$ cat config.mk
export PLATFORM = sky130hd
export DESIGN_NAME = lock_entry_ctrl
export DESIGN_NICKNAME = d
export VERILOG_FILES = /design/src/rtl/lock_entry_ctrl.sv
export SDC_FILE = /design/constraint.sdc
export NUM_CORES = 1
export LEC_CHECK = 0
export CAP_MARGIN = 20
export CORE_MARGIN = 10
export CORE_UTILIZATION = 55
export DETAILED_ROUTE_END_ITERATION = 16
export PLACE_DENSITY = 0.74
export RECOVER_POWER = 100
export SLEW_MARGIN = 20
export SYNTH_ARGS = -nofsm -noshare
export SYNTH_HDL_FRONTEND = slang
export SYNTH_SLANG_ARGS = --single-unit
$ cat constraint.sdc
create_clock -name clk -period 4.2 [get_ports clk]
set_input_delay 0.42 -clock clk [delete_from_list [all_inputs] [get_ports clk]]
set_output_delay 0.42 -clock clk [all_outputs]
set_load 0.01 [all_outputs]
$ cat src/rtl/lock_entry_ctrl.sv
// lock_entry_ctrl
//   Keypad lock sequencer. Debounce-free enter button is synchronised and
//   edge-detected into a one-cycle strobe; digits are shifted into an entry
//   register, compared against the stored code, and the result drives the
//   lock/unlock/error LEDs. Repeated failures trigger a timed lockout; while
//   open, the code can be reprogrammed from the keypad.
// Ports
//   clk          system clock
//   reset        asynchronous, active-high reset
//   in_digit     keypad value: 0-9 digit, A-F clear key
//   enter_btn    asynchronous enter button (active-high level)
//   relock_btn   synchronous level, relock while open/programming
//   prog_req     synchronous level, start code change while open
//   locked_led   1 in IDLE/ENTRY/CHECK/ERROR/LOCKOUT
//   unlocked_led 1 in OPEN/PROG
//   error_led    1 in ERROR/LOCKOUT
//   state_leds   current state encoding
//   lockout      1 in LOCKOUT
module lock_entry_ctrl #(
    parameter int unsigned             CODE_LEN       = 4,
    parameter logic [4*CODE_LEN-1:0]   DEFAULT_CODE   = 16'h1234,
    parameter int unsigned             MAX_FAILS      = 3,
    parameter int unsigned             ERR_CYCLES     = 16,
    parameter int unsigned             LOCKOUT_CYCLES = 1000
) (
    input  logic       clk,
    input  logic       reset,
    input  logic [3:0] in_digit,
    input  logic       enter_btn,
    input  logic       relock_btn,
    input  logic       prog_req,
    output logic       locked_led,
    output logic       unlocked_led,
    output logic       error_led,
    output logic [2:0] state_leds,
    output logic       lockout
);

    localparam int unsigned CW   = 4 * CODE_LEN;
    localparam int unsigned IW   = $clog2(CODE_LEN + 1);
    localparam int unsigned TMAX = (ERR_CYCLES > LOCKOUT_CYCLES) ? ERR_CYCLES : LOCKOUT_CYCLES;
    localparam int unsigned TW   = $clog2(TMAX + 1);

    localparam logic [IW-1:0] LAST_IDX   = IW'(CODE_LEN - 1);
    localparam logic [TW-1:0] ERR_LAST   = TW'(ERR_CYCLES - 1);
    localparam logic [TW-1:0] LOCK_LAST  = TW'(LOCKOUT_CYCLES - 1);
    localparam logic [2:0]    FAIL_LIMIT = 3'(MAX_FAILS);

    typedef enum logic [2:0] {
        IDLE    = 3'b000,
        ENTRY   = 3'b001,
        CHECK   = 3'b010,
        OPEN    = 3'b011,
        ERROR   = 3'b100,
        LOCKOUT = 3'b101,
        PROG    = 3'b110
    } state_t;

    state_t state_q, next_state;

    logic [CW-1:0] code;
    logic [CW-1:0] entry;
    logic [IW-1:0] digit_idx;
    logic [2:0]    fail_cnt;
    logic [TW-1:0] timer;

    logic sync1, sync2, sync3;
    logic enter_stb, is_digit, digit_stb, clear_stb;
    logic last_digit, entry_match;
    logic [CW-1:0] entry_shift;

    logic locked_d, unlocked_d, error_d, lockout_d;
    logic [2:0] state_leds_d;

    // Two flops resynchronise the button; the third holds the previous
    // synchronised level so a held button yields a single strobe.
    always_ff @(posedge clk or posedge reset) begin
        if (reset) begin
            sync1 <= 1'b0;
            sync2 <= 1'b0;
            sync3 <= 1'b0;
        end else begin
            sync1 <= enter_btn;
            sync2 <= sync1;
            sync3 <= sync2;
        end
    end

    assign enter_stb   = sync2 & ~sync3;
    assign is_digit    = (in_digit <= 4'd9);
    assign digit_stb   = enter_stb & is_digit;
    assign clear_stb   = enter_stb & ~is_digit;
    assign last_digit  = (digit_idx == LAST_IDX);
    assign entry_match = (entry == code);
    assign entry_shift = (entry << 4) | CW'(in_digit);

    // State register
    always_ff @(posedge clk or posedge reset) begin
        if (reset) begin
            state_q <= IDLE;
        end else begin
            state_q <= next_state;
        end
    end

    // Next-state logic
    always_comb begin
        next_state = state_q;
        case (state_q)
            IDLE: begin
                // digit_idx is 0 here, so last_digit covers the single-digit code case
                if (digit_stb) begin
                    next_state = last_digit ? CHECK : ENTRY;
                end
            end
            ENTRY: begin
                if (clear_stb) begin
                    next_state = IDLE;
                end else if (digit_stb && last_digit) begin
                    next_state = CHECK;
                end
            end
            CHECK: begin
                if (entry_match) begin
                    next_state = OPEN;
                end else if ((fail_cnt + 3'd1) == FAIL_LIMIT) begin
                    next_state = LOCKOUT;
                end else begin
                    next_state = ERROR;
                end
            end
            ERROR: begin
                if (timer == ERR_LAST) begin
                    next_state = IDLE;
                end
            end
            LOCKOUT: begin
                if (timer == LOCK_LAST) begin
                    next_state = IDLE;
                end
            end
            OPEN: begin
                if (relock_btn) begin
                    next_state = IDLE;
                end else if (prog_req) begin
                    next_state = PROG;
                end
            end
            PROG: begin
                if (relock_btn) begin
                    next_state = IDLE;
                end else if (clear_stb) begin
                    next_state = OPEN;
                end else if (digit_stb && last_digit) begin
                    next_state = OPEN;
                end
            end
            default: next_state = IDLE;
        endcase
    end

    // Datapath: entry shift register, digit index, stored code, fail count, timer
    always_ff @(posedge clk or posedge reset) begin
        if (reset) begin
            code      <= DEFAULT_CODE;
            entry     <= '0;
            digit_idx <= '0;
            fail_cnt  <= '0;
            timer     <= '0;
        end else begin
            if (next_state != state_q) begin
                timer <= '0;
            end else if (state_q == ERROR || state_q == LOCKOUT) begin
                timer <= timer + TW'(1);
            end

            // Entry and index restart whenever a collecting phase begins or ends
            if (next_state != state_q &&
                (next_state == IDLE || next_state == OPEN || next_state == PROG)) begin
                entry     <= '0;
                digit_idx <= '0;
            end else if (digit_stb &&
                         (state_q == IDLE || state_q == ENTRY || state_q == PROG)) begin
                entry     <= entry_shift;
                digit_idx <= digit_idx + IW'(1);
            end

            if (state_q == PROG && !relock_btn && digit_stb && last_digit) begin
                code <= entry_shift;
            end

            if (state_q == CHECK) begin
                fail_cnt <= entry_match ? 3'd0 : fail_cnt + 3'd1;
            end else if (state_q == LOCKOUT && next_state == IDLE) begin
                fail_cnt <= '0;
            end
        end
    end

    // Output decode from the next state
    always_comb begin
        state_leds_d = next_state;
        unlocked_d   = (next_state == OPEN) || (next_state == PROG);
        locked_d     = ~unlocked_d;
        error_d      = (next_state == ERROR) || (next_state == LOCKOUT);
        lockout_d    = (next_state == LOCKOUT);
    end

    // Registered outputs
    always_ff @(posedge clk or posedge reset) begin
        if (reset) begin
            state_leds   <= 3'b000;
            locked_led   <= 1'b1;
            unlocked_led <= 1'b0;
            error_led    <= 1'b0;
            lockout      <= 1'b0;
        end else begin
            state_leds   <= state_leds_d;
            locked_led   <= locked_d;
            unlocked_led <= unlocked_d;
            error_led    <= error_d;
            lockout      <= lockout_d;
        end
    end

endmodule

==> impl_results.rst, run 1 <==
.. list-table::
   :header-rows: 1

   * - Metric
     - Value
   * - Class of the worst hold path
     - flop to flop
   * - Clock tree from TritonCTS
     - done
   * - Maximum number of pins on one net before global-route repair
     - 38
   * - Initial core utilization
     - between 50% and 60%
   * - Leakage power
     - 0.00167 uW
   * - Most frequently used flop master after synthesis
     - sky130_fd_sc_hd__dfrtp_1
   * - Net count after synthesis
     - about 270
   * - Placed cell count
     - 334
   * - Setup Skew
     - about 7.4 ps
   * - Clk Tree Root Cell
     - sky130_fd_sc_hd__clkbuf_8
   * - Standard cell core area
     - 5070 um^2
   * - Die extent in y
     - around 90 um
   * - Post-DP HPWL
     - about 3.6 mm
   * - Area growth, synth to finish
     - 14.1%
   * - Final sum of negative setup slack
     - 0 ps
   * - Vias post-DR
     - 1895
   * - Crit path arrival time
     - between 3000 and 4000 ps
   * - Capturing element type of the critical path
     - flop
   * - Number of global-route vias before repair
     - around 1.9k
   * - Period utilisation layout
     - 66.6%
   * - Final hold viol count
     - 0
   * - Post-synthesis sequential area ratio
     - 51.3%
   * - Total gr overflow
     - 0
   * - Global-route wire length before repair
     - roughly 9.3 mm
   * - Setup repair after global routing missed its margin
     - false
   * - Routed WL per cell
     - 15.0 um
   * - Number of nets at the end of the flow
     - around 290
   * - VDD IR-drop max
     - between 0.2 and 0.25 mV
   * - Number of buffers created by CTS
     - 9
   * - Clk Latency, worst-skew pair
     - 340 ps
   * - Share of cells above drive strength 1
     - around 15%
   * - WS Path Type
     - flop to flop
   * - Proportion of synthesized flip-flops having asynchronous set or reset
     - between 90% and 100%
   * - Max frequency
     - between 0.3 and 0.4 GHz
   * - Run status
     - completed
   * - Reg-to-reg setup timing slack
     - between 1000 and 1500 ps
   * - Slew Limit Headroom
     - under 10%
   * - Actual slew at the worst max-slew pin
     - ~1400 ps
   * - Area share of the largest cell type after synthesis
     - a little under half
   * - DRC violation count after routing
     - 0
   * - Clock Sinks
     - a little under 60
   * - Number of detailed-route iterations in the first pass
     - 4
   * - Count of maximum capacitance violations
     - 0
   * - Aggregate global-route resource usage
     - between 10% and 20%
   * - Routability cong.
     - between 0.8 and 0.9
   * - Final std cell area, no fill
     - 3250 um^2
   * - Syn. warnings
     - 0
   * - Placed instance area
     - 3060 um^2
   * - Number of H-tree levels
     - 3
   * - Cell types with the largest area share after synthesis
     - sky130_fd_sc_hd__dfrtp_1, sky130_fd_sc_hd__xor2_1, sky130_fd_sc_hd__mux2_2, sky130_fd_sc_hd__mux2i_1, sky130_fd_sc_hd__dfstp_2
   * - CTS Buffer Depth
     - 2
   * - Dominant cell type by area after synthesis
     - sky130_fd_sc_hd__dfrtp_1
   * - Resized Gates After CTS
     - 0
   * - Post-cts hold buffer count
     - 0
   * - Post-route minimum period
     - 2800 ps
   * - Setup Fix Bufs, Post-CTS
     - 0
   * - X dimension of the die
     - ~90 um
   * - Total power density per cell area
     - 359 nW/um^2
   * - CP max FO
     - 16
   * - EDFF count, synth
     - 0
   * - Number of standard-cell rows in the floorplan
     - 26
   * - Number of failing setup endpoints in the final timing report
     - 0
   * - Number of nets still failing antenna checks after routing
     - 0
   * - Die area
     - around 8500 um^2
   * - Via density per instance
     - 5.41
   * - Crit path launch type
     - flop
   * - Clock-pin slew of the registers on the worst-case setup and hold paths
     - around 60 ps
   * - Number of antenna violations at the first check in global routing
     - 0
   * - Avg Inst Size Synth
     - approximately 11 um^2
   * - Total routed wirelength
     - around 5.2 mm
   * - Total count of max-transition violations in the final report
     - 0
   * - Number of standard cells after synthesis
     - 255
   * - Required time of the critical path
     - 4420 ps
   * - DRT iter0 DRCs
     - between 100 and 150
   * - Diode count
     - 0
   * - Sum of internal, switching and leakage power
     - approximately 1200 uW
   * - Number of top-level pins
     - 16
   * - Count of different cell masters after synthesis
     - between 40 and 50
   * - Summed instance area of the synthesized netlist
     - approximately 2800 um^2
   * - Final-layout fill cell count
     - about 420
   * - Total of flip-flops plus latches after synthesis
     - 58
   * - Port Buffer Count
     - 15
   * - Number of non-filler instances in the completed layout
     - 350
## cells in the mapped netlist (2+ instances only)
cell and instances:
sky130_fd_sc_hd__mux2i_1 17, sky130_fd_sc_hd__nor3_1 2, sky130_fd_sc_hd__nand3b_1 2, sky130_fd_sc_hd__inv_1 9, sky130_fd_sc_hd__xor2_1 23, sky130_fd_sc_hd__and3_1 2
sky130_fd_sc_hd__dfrtp_1 52, sky130_fd_sc_hd__nand2_1 10, sky130_fd_sc_hd__nand4_1 2, sky130_fd_sc_hd__a21oi_1 3, sky130_fd_sc_hd__ha_1 5, sky130_fd_sc_hd__a21oi_2 2
sky130_fd_sc_hd__nand2b_1 3, sky130_fd_sc_hd__nor2b_1 2, sky130_fd_sc_hd__o21a_1 2, sky130_fd_sc_hd__a211o_1 2, sky130_fd_sc_hd__nand3_1 9, sky130_fd_sc_hd__nor2_1 36
sky130_fd_sc_hd__xnor2_1 5, sky130_fd_sc_hd__clkbuf_1 4, sky130_fd_sc_hd__dfstp_2 6, sky130_fd_sc_hd__nor4_1 5, sky130_fd_sc_hd__buf_2 3, sky130_fd_sc_hd__mux2_2 16
sky130_fd_sc_hd__o21ai_0 8, sky130_fd_sc_hd__a211oi_1 2
## cells in the final DEF (no fill, tap or decap), types with 3 or more instances in the layout
cell / synthesis / layout
sky130_fd_sc_hd__nand3_1: 9 / 9
sky130_fd_sc_hd__nand4_1: 2 / 3
sky130_fd_sc_hd__nor4_1: 5 / 5
sky130_fd_sc_hd__clkbuf_8: 0 / 10
sky130_fd_sc_hd__xnor2_1: 5 / 5
sky130_fd_sc_hd__a21oi_1: 3 / 4
sky130_fd_sc_hd__dfrtp_1: 52 / 52
sky130_fd_sc_hd__dfstp_2: 6 / 5
sky130_fd_sc_hd__xor2_1: 23 / 23
sky130_fd_sc_hd__mux2_2: 16 / 16
sky130_fd_sc_hd__clkbuf_1: 4 / 3
sky130_fd_sc_hd__nand2_1: 10 / 10
sky130_fd_sc_hd__nand2b_1: 3 / 3
sky130_fd_sc_hd__nor2_1: 36 / 36
sky130_fd_sc_hd__dlygate4sd3_1: 0 / 9
sky130_fd_sc_hd__ha_1: 5 / 5
sky130_fd_sc_hd__mux2i_1: 17 / 17
sky130_fd_sc_hd__clkdlybuf4s50_1: 0 / 6
sky130_fd_sc_hd__a211oi_1: 2 / 3
sky130_fd_sc_hd__inv_1: 9 / 9
sky130_fd_sc_hd__o21ai_0: 8 / 8
## critical path, cell delays in order (launching register included)
cell and delay (ps):
sky130_fd_sc_hd__dfrtp_1 580, sky130_fd_sc_hd__nor4bb_1 640, sky130_fd_sc_hd__and3_1 280, sky130_fd_sc_hd__clkbuf_1 750, sky130_fd_sc_hd__mux2_2 420
## sequential cells by signal (all words and copies together) (netlist names)
name          flops
code             16
entry            16
timer            10
digit_idx         3
fail_cnt          3
state_leds        3
error_led         1
locked_led        1
lockout           1
sync1             1
sync2             1
sync3             1
unlocked_led      1
## area by class of cell
| type | instances | area, um^2 | area share, % |
|---|---|---|---|
| clock inverter | 5 | 77.6 | 2.39 |
| inverter | 10 | 37.5 | 1.16 |
| timing repair buffer | 17 | 158 | 4.85 |
| clock buffer | 11 | 141 | 4.35 |
| sequential | 58 | 1460 | 44.9 |
| multi-input combinational | 179 | 1290 | 39.6 |
| tap | 70 | 87.6 | 2.70 |
## stage by stage
| step | hold WS, ps | setup slack, ps | utilization (%) |
|---|---|---|---|
| after CTS | 362 | 1600 | 64.6 |
| after floorplan | 331 | 1890 | - |
| after detailed placement | 339 | 1350 | 60.3 |
| after global routing | 375 | 1080 | 64.0 |
| final | 356 | 1400 | 64.0 |
| after global placement | 345 | 1400 | 60.3 |
## path summary, 6_finish.rpt
check,startpoint,to,depth (start not counted)
hold / removal,sync1$_DFF_PP0_,sync2$_DFF_PP0_,0
min in group asynchronous,reset,fail_cnt[1]$_DFFE_PP0P_,2
setup / recovery,state_leds[2]$_DFF_PP0_,code[3]$_DFFE_PP0P_,4
max in group asynchronous,reset,code[1]$_DFFE_PP0P_,3
setup reg to reg,state_leds[2]$_DFF_PP0_,code[3]$_DFFE_PP0P_,4
hold reg to reg,sync1$_DFF_PP0_,sync2$_DFF_PP0_,0
## report_power, final
part           internal, uW  switching, uW
Combinational          13.5           22.4
Clock                   348            214
Sequential              564           5.01
## per-layer routing
metal	GRT usage, %	wire, um
met5	0	0
met4	6.81	59
met3	4.48	231
met2	19.1	2330
met1	18.5	2620
## cell families (layout without fill, tap and decap cells)
kind of cell | Yosys count | in the layout | synth area share (%)
DFF | 58 | 58 | 51.3
buffers and inverters | 18 | 43 | 2.77
AOI/OAI and AO/OA | 28 | 28 | 7.25
xor gates and xnor gates | 28 | 28 | 8.62
muxes | 33 | 33 | 12.3
and+or+nand+nor | 85 | 85 | 15.6
adders and majority gates | 5 | 5 | 2.20
Power figures use the tool's default switching activity.
==> inputs of run 2 (changes only) <==
==> constraint.sdc (replaced) <==
create_clock -name clk -period 2.7 [get_ports clk]
set_input_delay 0.27 -clock clk [delete_from_list [all_inputs] [get_ports clk]]
set_output_delay 0.27 -clock clk [all_outputs]
set_load 0.01 [all_outputs]
==> impl_results.rst, run 2 (synthesized netlist as in run 1, its figures left out) <==
.. list-table::
   :header-rows: 1

   * - Metric
     - Value
   * - Run status
     - completed (unchanged)
   * - Final sum of negative setup slack
     - 0 ps (unchanged)
   * - Stage delay of the slowest cell on the critical path
     - 400 ps (was 750 ps)
   * - Area growth, synth to finish
     - 17.3% (was 14.1%)
   * - Placed cell count
     - 341 (was 334)
   * - Crit path arrival time
     - 2680 ps (was 3010 ps)
   * - Clock Sinks
     - 58 (unchanged)
   * - Total routed wirelength
     - 5.41 mm (was 5.24 mm)
   * - Initial core utilization
     - 56.1% (unchanged)
   * - Post-DP HPWL
     - 3.63 mm (was 3.56 mm)
   * - Number of H-tree levels
     - 3 (unchanged)
   * - Reg-to-reg setup timing slack
     - 250 ps (was 1400 ps)
   * - WS Path Type
     - flop to flop (unchanged)
   * - Routability cong.
     - 0.837 (was 0.839)
   * - Number of non-filler instances in the completed layout
     - 357 (was 350)
   * - Resized Gates After CTS
     - 0 (unchanged)
   * - Number of global-route vias before repair
     - 1921 (was 1902)
   * - Routed WL per cell
     - 15.1 um (was 15.0 um)
   * - Post-route minimum period
     - 2450 ps (was 2800 ps)
   * - Chain of cells forming the critical path
     - ha_1 > nand3b_1 > nor3_1 > clkbuf_1 > a211oi_1 > a21oi_1 > nand2_1 > o22ai_4 > buf_12 > nor2_1 (was nor4bb_1 > and3_1 > clkbuf_1 > mux2_2)
   * - Total gr overflow
     - 0 (unchanged)
   * - Diode count
     - 0 (unchanged)
   * - Crit path launch type
     - flop (unchanged)
   * - Commonest non-fill, non-tap cell in the layout
     - sky130_fd_sc_hd__dfrtp_1 (unchanged)
   * - Aggregate global-route resource usage
     - 13.8% (was 13.7%)
   * - Count of maximum capacitance violations
     - 0 (unchanged)
   * - Via density per instance
     - 5.37 (was 5.41)
   * - Number of buffers created by CTS
     - 9 (unchanged)
   * - Worst hold path depth
     - 0 (unchanged)
   * - Leading registers by flop count
     - code x16, entry x16, timer x10 (unchanged)
   * - Clk Tree Root Cell
     - sky130_fd_sc_hd__clkbuf_8 (unchanged)
   * - Total count of max-transition violations in the final report
     - 0 (unchanged)
   * - Clk Latency, worst-skew pair
     - 340 ps (about the same)
   * - Top cell family by delay on the critical path
     - simple AND/OR/NAND/NOR gates (unchanged)
   * - Number of detailed-route iterations in the first pass
     - 4 (unchanged)
   * - Share of cells above drive strength 1
     - 17.8% (was 15.0%)
   * - Leakage power
     - 0.00171 uW (was 0.00167 uW)
   * - Post-cts hold buffer count
     - 0 (unchanged)
   * - Number of nets still failing antenna checks after routing
     - 0 (unchanged)
   * - Reg-to-reg endpoint
     - entry[5]$_DFFE_PP0P_ (was code[3]$_DFFE_PP0P_)
   * - Worst flop-to-flop path startpoint
     - timer[0]$_DFFE_PP0P_ (was state_leds[2]$_DFF_PP0_)
   * - CP max FO
     - 19 (was 16)
   * - Die extent in y
     - 91.9 um (unchanged)
   * - Setup repair after global routing missed its margin
     - false (unchanged)
   * - Global-route wire length before repair
     - 9.34 mm (was 9.28 mm)
   * - Critical Path Stages
     - 10 (was 4)
   * - Class of the worst hold path
     - flop to flop (unchanged)
   * - Critical hold path startpoint
     - sync1$_DFF_PP0_ (unchanged)
   * - Final-layout fill cell count
     - 416 (was 421)
   * - DRT iter0 DRCs
     - 112 (was 115)
   * - Number of nets at the end of the flow
     - 296 (was 289)
   * - Required time of the critical path
     - 2930 ps (was 4420 ps)
   * - Crit path buffers/inverters
     - 2 (was 1)
   * - Clock-pin slew of the registers on the worst-case setup and hold paths
     - 70 ps (was 60 ps)
   * - Maximum number of pins on one net before global-route repair
     - 59 (was 38)
   * - Most used cells in the layout excluding fill and tap cells
     - sky130_fd_sc_hd__dfrtp_1, sky130_fd_sc_hd__nor2_1, sky130_fd_sc_hd__xor2_1 (unchanged)
   * - DRC violation count after routing
     - 0 (unchanged)
   * - Period utilisation layout
     - 90.8% (was 66.6%)
   * - R2R depth
     - 10 (was 4)
   * - Setup Skew
     - 9.51 ps (was 7.38 ps)
   * - Port Buffer Count
     - 15 (unchanged)
   * - Vias post-DR
     - 1918 (was 1895)
   * - Clock tree from TritonCTS
     - done (unchanged)
   * - X dimension of the die
     - 91.9 um (unchanged)
   * - Capturing element type of the critical path
     - flop (unchanged)
   * - Final hold viol count
     - 0 (unchanged)
   * - Actual slew at the worst max-slew pin
     - 1380 ps (was 1400 ps)
   * - Max frequency
     - 0.408 GHz (was 0.357 GHz)
   * - VDD IR-drop max
     - 0.344 mV (was 0.209 mV)
   * - Setup Fix Bufs, Post-CTS
     - 0 (unchanged)
   * - Slew Limit Headroom
     - 7.73% (was 6.89%)
   * - Standard cell core area
     - 5070 um^2 (unchanged)
   * - Die area
     - 8450 um^2 (unchanged)
   * - Number of antenna violations at the first check in global routing
     - 0 (unchanged)
   * - Number of standard-cell rows in the floorplan
     - 26 (unchanged)
   * - Number of top-level pins
     - 16 (unchanged)
   * - CTS Buffer Depth
     - 2 (unchanged)
   * - Number of failing setup endpoints in the final timing report
     - 0 (unchanged)
   * - Total power density per cell area
     - 564 nW/um^2 (was 359 nW/um^2)
   * - Endpoint, Worst Hold
     - sync2$_DFF_PP0_ (unchanged)
   * - Highest-delay cell along the critical path
     - sky130_fd_sc_hd__dfrtp_1 (was sky130_fd_sc_hd__clkbuf_1)
run 2: how the worst max path moves through the flow:
stage / start / slack [ps] / to
after floorplan: digit_idx[0]$_DFFE_PP0P_ / 390 / digit_idx[1]$_DFFE_PP0P_
after global placement: in_digit[1] / 210 / entry[4]$_DFFE_PP0P_
after detailed placement: in_digit[1] / 230 / entry[11]$_DFFE_PP0P_
after CTS: digit_idx[0]$_DFFE_PP0P_ / 290 / timer[7]$_DFFE_PP0P_
after global routing: timer[0]$_DFFE_PP0P_ / 50 / entry[5]$_DFFE_PP0P_
final: timer[0]$_DFFE_PP0P_ / 250 / entry[5]$_DFFE_PP0P_
run 2: final cells by class:
| cell class | instances | area, um^2 | share of cell area (%) |
|---|---|---|---|
| clock buffer | 12 | 165 | 4.95 |
| clock inverter | 4 | 72.6 | 2.17 |
| inverter | 10 | 37.5 | 1.12 |
| multi-input combinational | 179 | 1300 | 38.9 |
| sequential | 58 | 1460 | 43.7 |
| tap | 70 | 87.6 | 2.62 |
| timing repair buffer | 24 | 218 | 6.52 |
run 2: power breakdown:
group | internal, uW | switching (uW) | leakage (uW) | total (uW)
Combinational | 21.2 | 34.2 | 0.000860 | 55.4
Sequential | 877 | 7.69 | 0.000735 | 885
Clock | 593 | 350 | 0.000119 | 943
Total | 1490 | 391 | 0.00171 | 1880
run 2: layer usage:
| layer | global-route usage (%) | vias to the layer above | wire length, um |
|---|---|---|---|
| met4 | 8.61 | 0 | 109 |
| met5 | 0 | - | 0 |
| met1 | 17.9 | 930 | 2650 |
| met3 | 3.75 | 8 | 219 |
| met2 | 19.9 | 39 | 2430 |
| li1 | - | 941 | - |
run 2: stage by stage:
| step | setup slack (ps) | instance area [um^2] | total power (uW) | util [%] | hold slack (ps) |
|---|---|---|---|---|---|
| global placement | 208 | 3120 | 958 | 61.5 | 342 |
| global route | 45.4 | 3340 | 1950 | 65.8 | 371 |
| floorplan | 391 | 2850 | 931 | - | 301 |
| CTS | 285 | 3360 | 1900 | 66.2 | 362 |
| detailed placement | 227 | 3120 | 959 | 61.5 | 347 |
| finish | 248 | 3340 | 1880 | 65.8 | 359 |
==> inputs of run 3 (changes only) <==
--- a/config.mk
+++ b/config.mk
@@ -9,8 +9,9 @@
 export CORE_MARGIN = 10
 export CORE_UTILIZATION = 55
 export DETAILED_ROUTE_END_ITERATION = 16
+export GPL_TIMING_DRIVEN = 1
 export PLACE_DENSITY = 0.74
-export RECOVER_POWER = 100
+export RECOVER_POWER = 50
 export SLEW_MARGIN = 20
 export SYNTH_ARGS = -nofsm -noshare
 export SYNTH_HDL_FRONTEND = slang
==> impl_results.rst, run 3 (synthesized netlist as in run 1, its figures left out) <==
.. list-table::
   :header-rows: 1

   * - Metric
     - Value
   * - DRT iter0 DRCs
     - 95 (was 112)
   * - Number of detailed-route iterations in the first pass
     - 4 (unchanged)
   * - Met1 GRT Util
     - 17.9% (unchanged)
   * - Global-route wire length before repair
     - 9.34 mm (unchanged)
   * - Total routed wirelength
     - 5.40 mm (was 5.41 mm)
   * - Number of top-level pins
     - 16 (unchanged)
   * - Number of H-tree levels
     - 3 (unchanged)
   * - DRC violation count after routing
     - 0 (unchanged)
   * - Setup Skew
     - 9.89 ps (was 9.51 ps)
   * - Comb power frac
     - 3.0% (was 2.9%)
   * - Total power density per cell area
     - 560 nW/um^2 (was 564 nW/um^2)
   * - Number of failing setup endpoints in the final timing report
     - 0 (unchanged)
   * - Met2 track demand over resource in global routing
     - 19.9% (unchanged)
   * - Commonest non-fill, non-tap cell in the layout
     - sky130_fd_sc_hd__dfrtp_1 (unchanged)
   * - Area growth, synth to finish
     - 18.0% (was 17.3%)
   * - Clock-pin slew of the registers on the worst-case setup and hold paths
     - 70 ps (about the same)
   * - Post-cts hold buffer count
     - 0 (unchanged)
   * - Switching part of the total power
     - 20.7% (was 20.8%)
   * - Final hold viol count
     - 0 (unchanged)
   * - Internal power
     - 1490 uW (about the same)
   * - Number of nets at the end of the flow
     - 296 (unchanged)
   * - Required time of the critical path
     - 2960 ps (was 2930 ps)
   * - Resized Gates After CTS
     - 0 (unchanged)
   * - Capturing element type of the critical path
     - flop (unchanged)
   * - Maximum number of pins on one net before global-route repair
     - 59 (unchanged)
   * - CP max FO
     - 10 (was 19)
   * - Via density per instance
     - 5.34 (was 5.37)
   * - X dimension of the die
     - 91.9 um (unchanged)
   * - Crit path arrival time
     - 2670 ps (was 2680 ps)
   * - Psw
     - 389 uW (was 391 uW)
   * - R2R depth
     - 9 (was 10)
   * - Period utilisation layout
     - 89.5% (was 90.8%)
   * - Number of nets still failing antenna checks after routing
     - 0 (unchanged)
   * - Met3 global-route usage
     - 3.75% (unchanged)
   * - Worst hold path depth
     - 0 (unchanged)
   * - Multi-input gate area
     - 1310 um^2 (was 1300 um^2)
   * - Final-layout fill cell count
     - 412 (was 416)
   * - Die area
     - 8450 um^2 (unchanged)
   * - Leading registers by flop count
     - code x16, entry x16, timer x10 (unchanged)
   * - Post-DP HPWL
     - 3.63 mm (unchanged)
   * - Final sum of negative setup slack
     - 0 ps (unchanged)
   * - Port Buffer Count
     - 15 (unchanged)
   * - Diode count
     - 0 (unchanged)
   * - Count of maximum capacitance violations
     - 0 (unchanged)
   * - Run status
     - completed (unchanged)
   * - FF+latch area
     - 1460 um^2 (unchanged)
   * - Number of standard-cell rows in the floorplan
     - 26 (unchanged)
   * - Total count of max-transition violations in the final report
     - 0 (unchanged)
   * - Routability cong.
     - 0.837 (unchanged)
   * - Clk Latency, worst-skew pair
     - 340 ps (about the same)
   * - Die extent in y
     - 91.9 um (unchanged)
   * - CTS Buffer Depth
     - 2 (unchanged)
   * - Vias post-DR
     - 1906 (was 1918)
   * - Aggregate global-route resource usage
     - 13.8% (unchanged)
   * - Share of cells above drive strength 1
     - 19.9% (was 17.8%)
   * - Max frequency
     - 0.414 GHz (was 0.408 GHz)
   * - Standard cell core area
     - 5070 um^2 (unchanged)
   * - Setup repair after global routing missed its margin
     - false (unchanged)
   * - Crit path launch type
     - flop (unchanged)
   * - Number of buffers created by CTS
     - 9 (unchanged)
   * - Actual slew at the worst max-slew pin
     - 1380 ps (about the same)
   * - Slew Limit Headroom
     - 8.09% (was 7.73%)
   * - Setup Fix Bufs, Post-CTS
     - 0 (unchanged)
   * - Share of power burned in registers
     - 47.1% (was 47.0%)
   * - Busiest metal layer after global routing
     - met2 (unchanged)
   * - WS Path Type
     - flop to flop (unchanged)
   * - Number of antenna violations at the first check in global routing
     - 0 (unchanged)
   * - Leakage power
     - 0.00173 uW (was 0.00171 uW)
   * - Initial core utilization
     - 56.1% (unchanged)
   * - Post-route minimum period
     - 2420 ps (was 2450 ps)
   * - Most used cells in the layout excluding fill and tap cells
     - sky130_fd_sc_hd__dfrtp_1, sky130_fd_sc_hd__nor2_1, sky130_fd_sc_hd__xor2_1 (unchanged)
   * - VDD IR-drop max
     - 0.342 mV (was 0.344 mV)
   * - Class of the worst hold path
     - flop to flop (unchanged)
   * - Clock network power share
     - 50.0% (was 50.1%)
   * - Number of global-route vias before repair
     - 1921 (unchanged)
   * - Sum of internal, switching and leakage power
     - 1880 uW (about the same)
   * - Clock tree from TritonCTS
     - done (unchanged)
   * - Total gr overflow
     - 0 (unchanged)
   * - Clock Sinks
     - 58 (unchanged)
   * - Clk Tree Root Cell
     - sky130_fd_sc_hd__clkbuf_8 (unchanged)
   * - Routed WL per cell
     - 15.1 um (about the same)
run 3: area by class of cell:
cell class | instances | share of cell area, %
sequential | 58 | 43.4
multi-input combinational | 179 | 39.0
clock inverter | 4 | 2.16
timing repair buffer | 24 | 6.78
clock buffer | 12 | 4.92
inverter | 10 | 1.12
tap | 70 | 2.61
run 3: final timing paths:
check,startpoint,to,slack (ps)
max,digit_idx[0]$_DFFE_PP0P_,timer[7]$_DFFE_PP0P_,280
min,sync1$_DFF_PP0_,sync2$_DFF_PP0_,360
max reg2reg,digit_idx[0]$_DFFE_PP0P_,timer[7]$_DFFE_PP0P_,280
min reg2reg,sync1$_DFF_PP0_,sync2$_DFF_PP0_,360
max in group asynchronous,reset,entry[5]$_DFFE_PP0P_,1040
min in group asynchronous,reset,timer[2]$_DFFE_PP0P_,830
run 3: critical path: stages (launching register included):
cell and delay [ps]:
sky130_fd_sc_hd__dfrtp_1 400, sky130_fd_sc_hd__ha_1 210, sky130_fd_sc_hd__ha_1 210, sky130_fd_sc_hd__and3b_1 200, sky130_fd_sc_hd__and3_1 190, sky130_fd_sc_hd__o21bai_1 180, sky130_fd_sc_hd__a211oi_2 270, sky130_fd_sc_hd__xor2_1 210
sky130_fd_sc_hd__nand4_2 270, sky130_fd_sc_hd__nor2_1 200
run 3: stage by stage:
stage	instances	util (%)	setup WS (ps)	instance area, um^2	hold WS [ps]
after detailed placement	341	61.5	227	3120	347
after CTS	357	66.2	285	3360	362
after floorplan	255	-	391	2850	301
final	357	66.2	284	3360	359
after global placement	341	61.5	208	3120	342
after global routing	357	66.2	86.4	3360	371
run 3: power by group through the flow:
| stage | Clock (uW) | Sequential (uW) | Combinational (uW) |
|---|---|---|---|
| floorplan | 0 | 899 | 32.4 |
| global placement | 0 | 901 | 56.9 |
| detailed placement | 0 | 901 | 58.1 |
| CTS | 953 | 885 | 58.5 |
| global route | 999 | 886 | 63.8 |
| finish | 940 | 885 | 55.8 |
run 3: layer usage:
layer  wire length, um  vias to the layer above  share of wire [%]
li1                  -                      939                  -
met1              2630                      916                 49
met2              2420                       43                 45
met3               240                        8                4.4
met4               109                        0                2.0
met5                 0                        -                  0
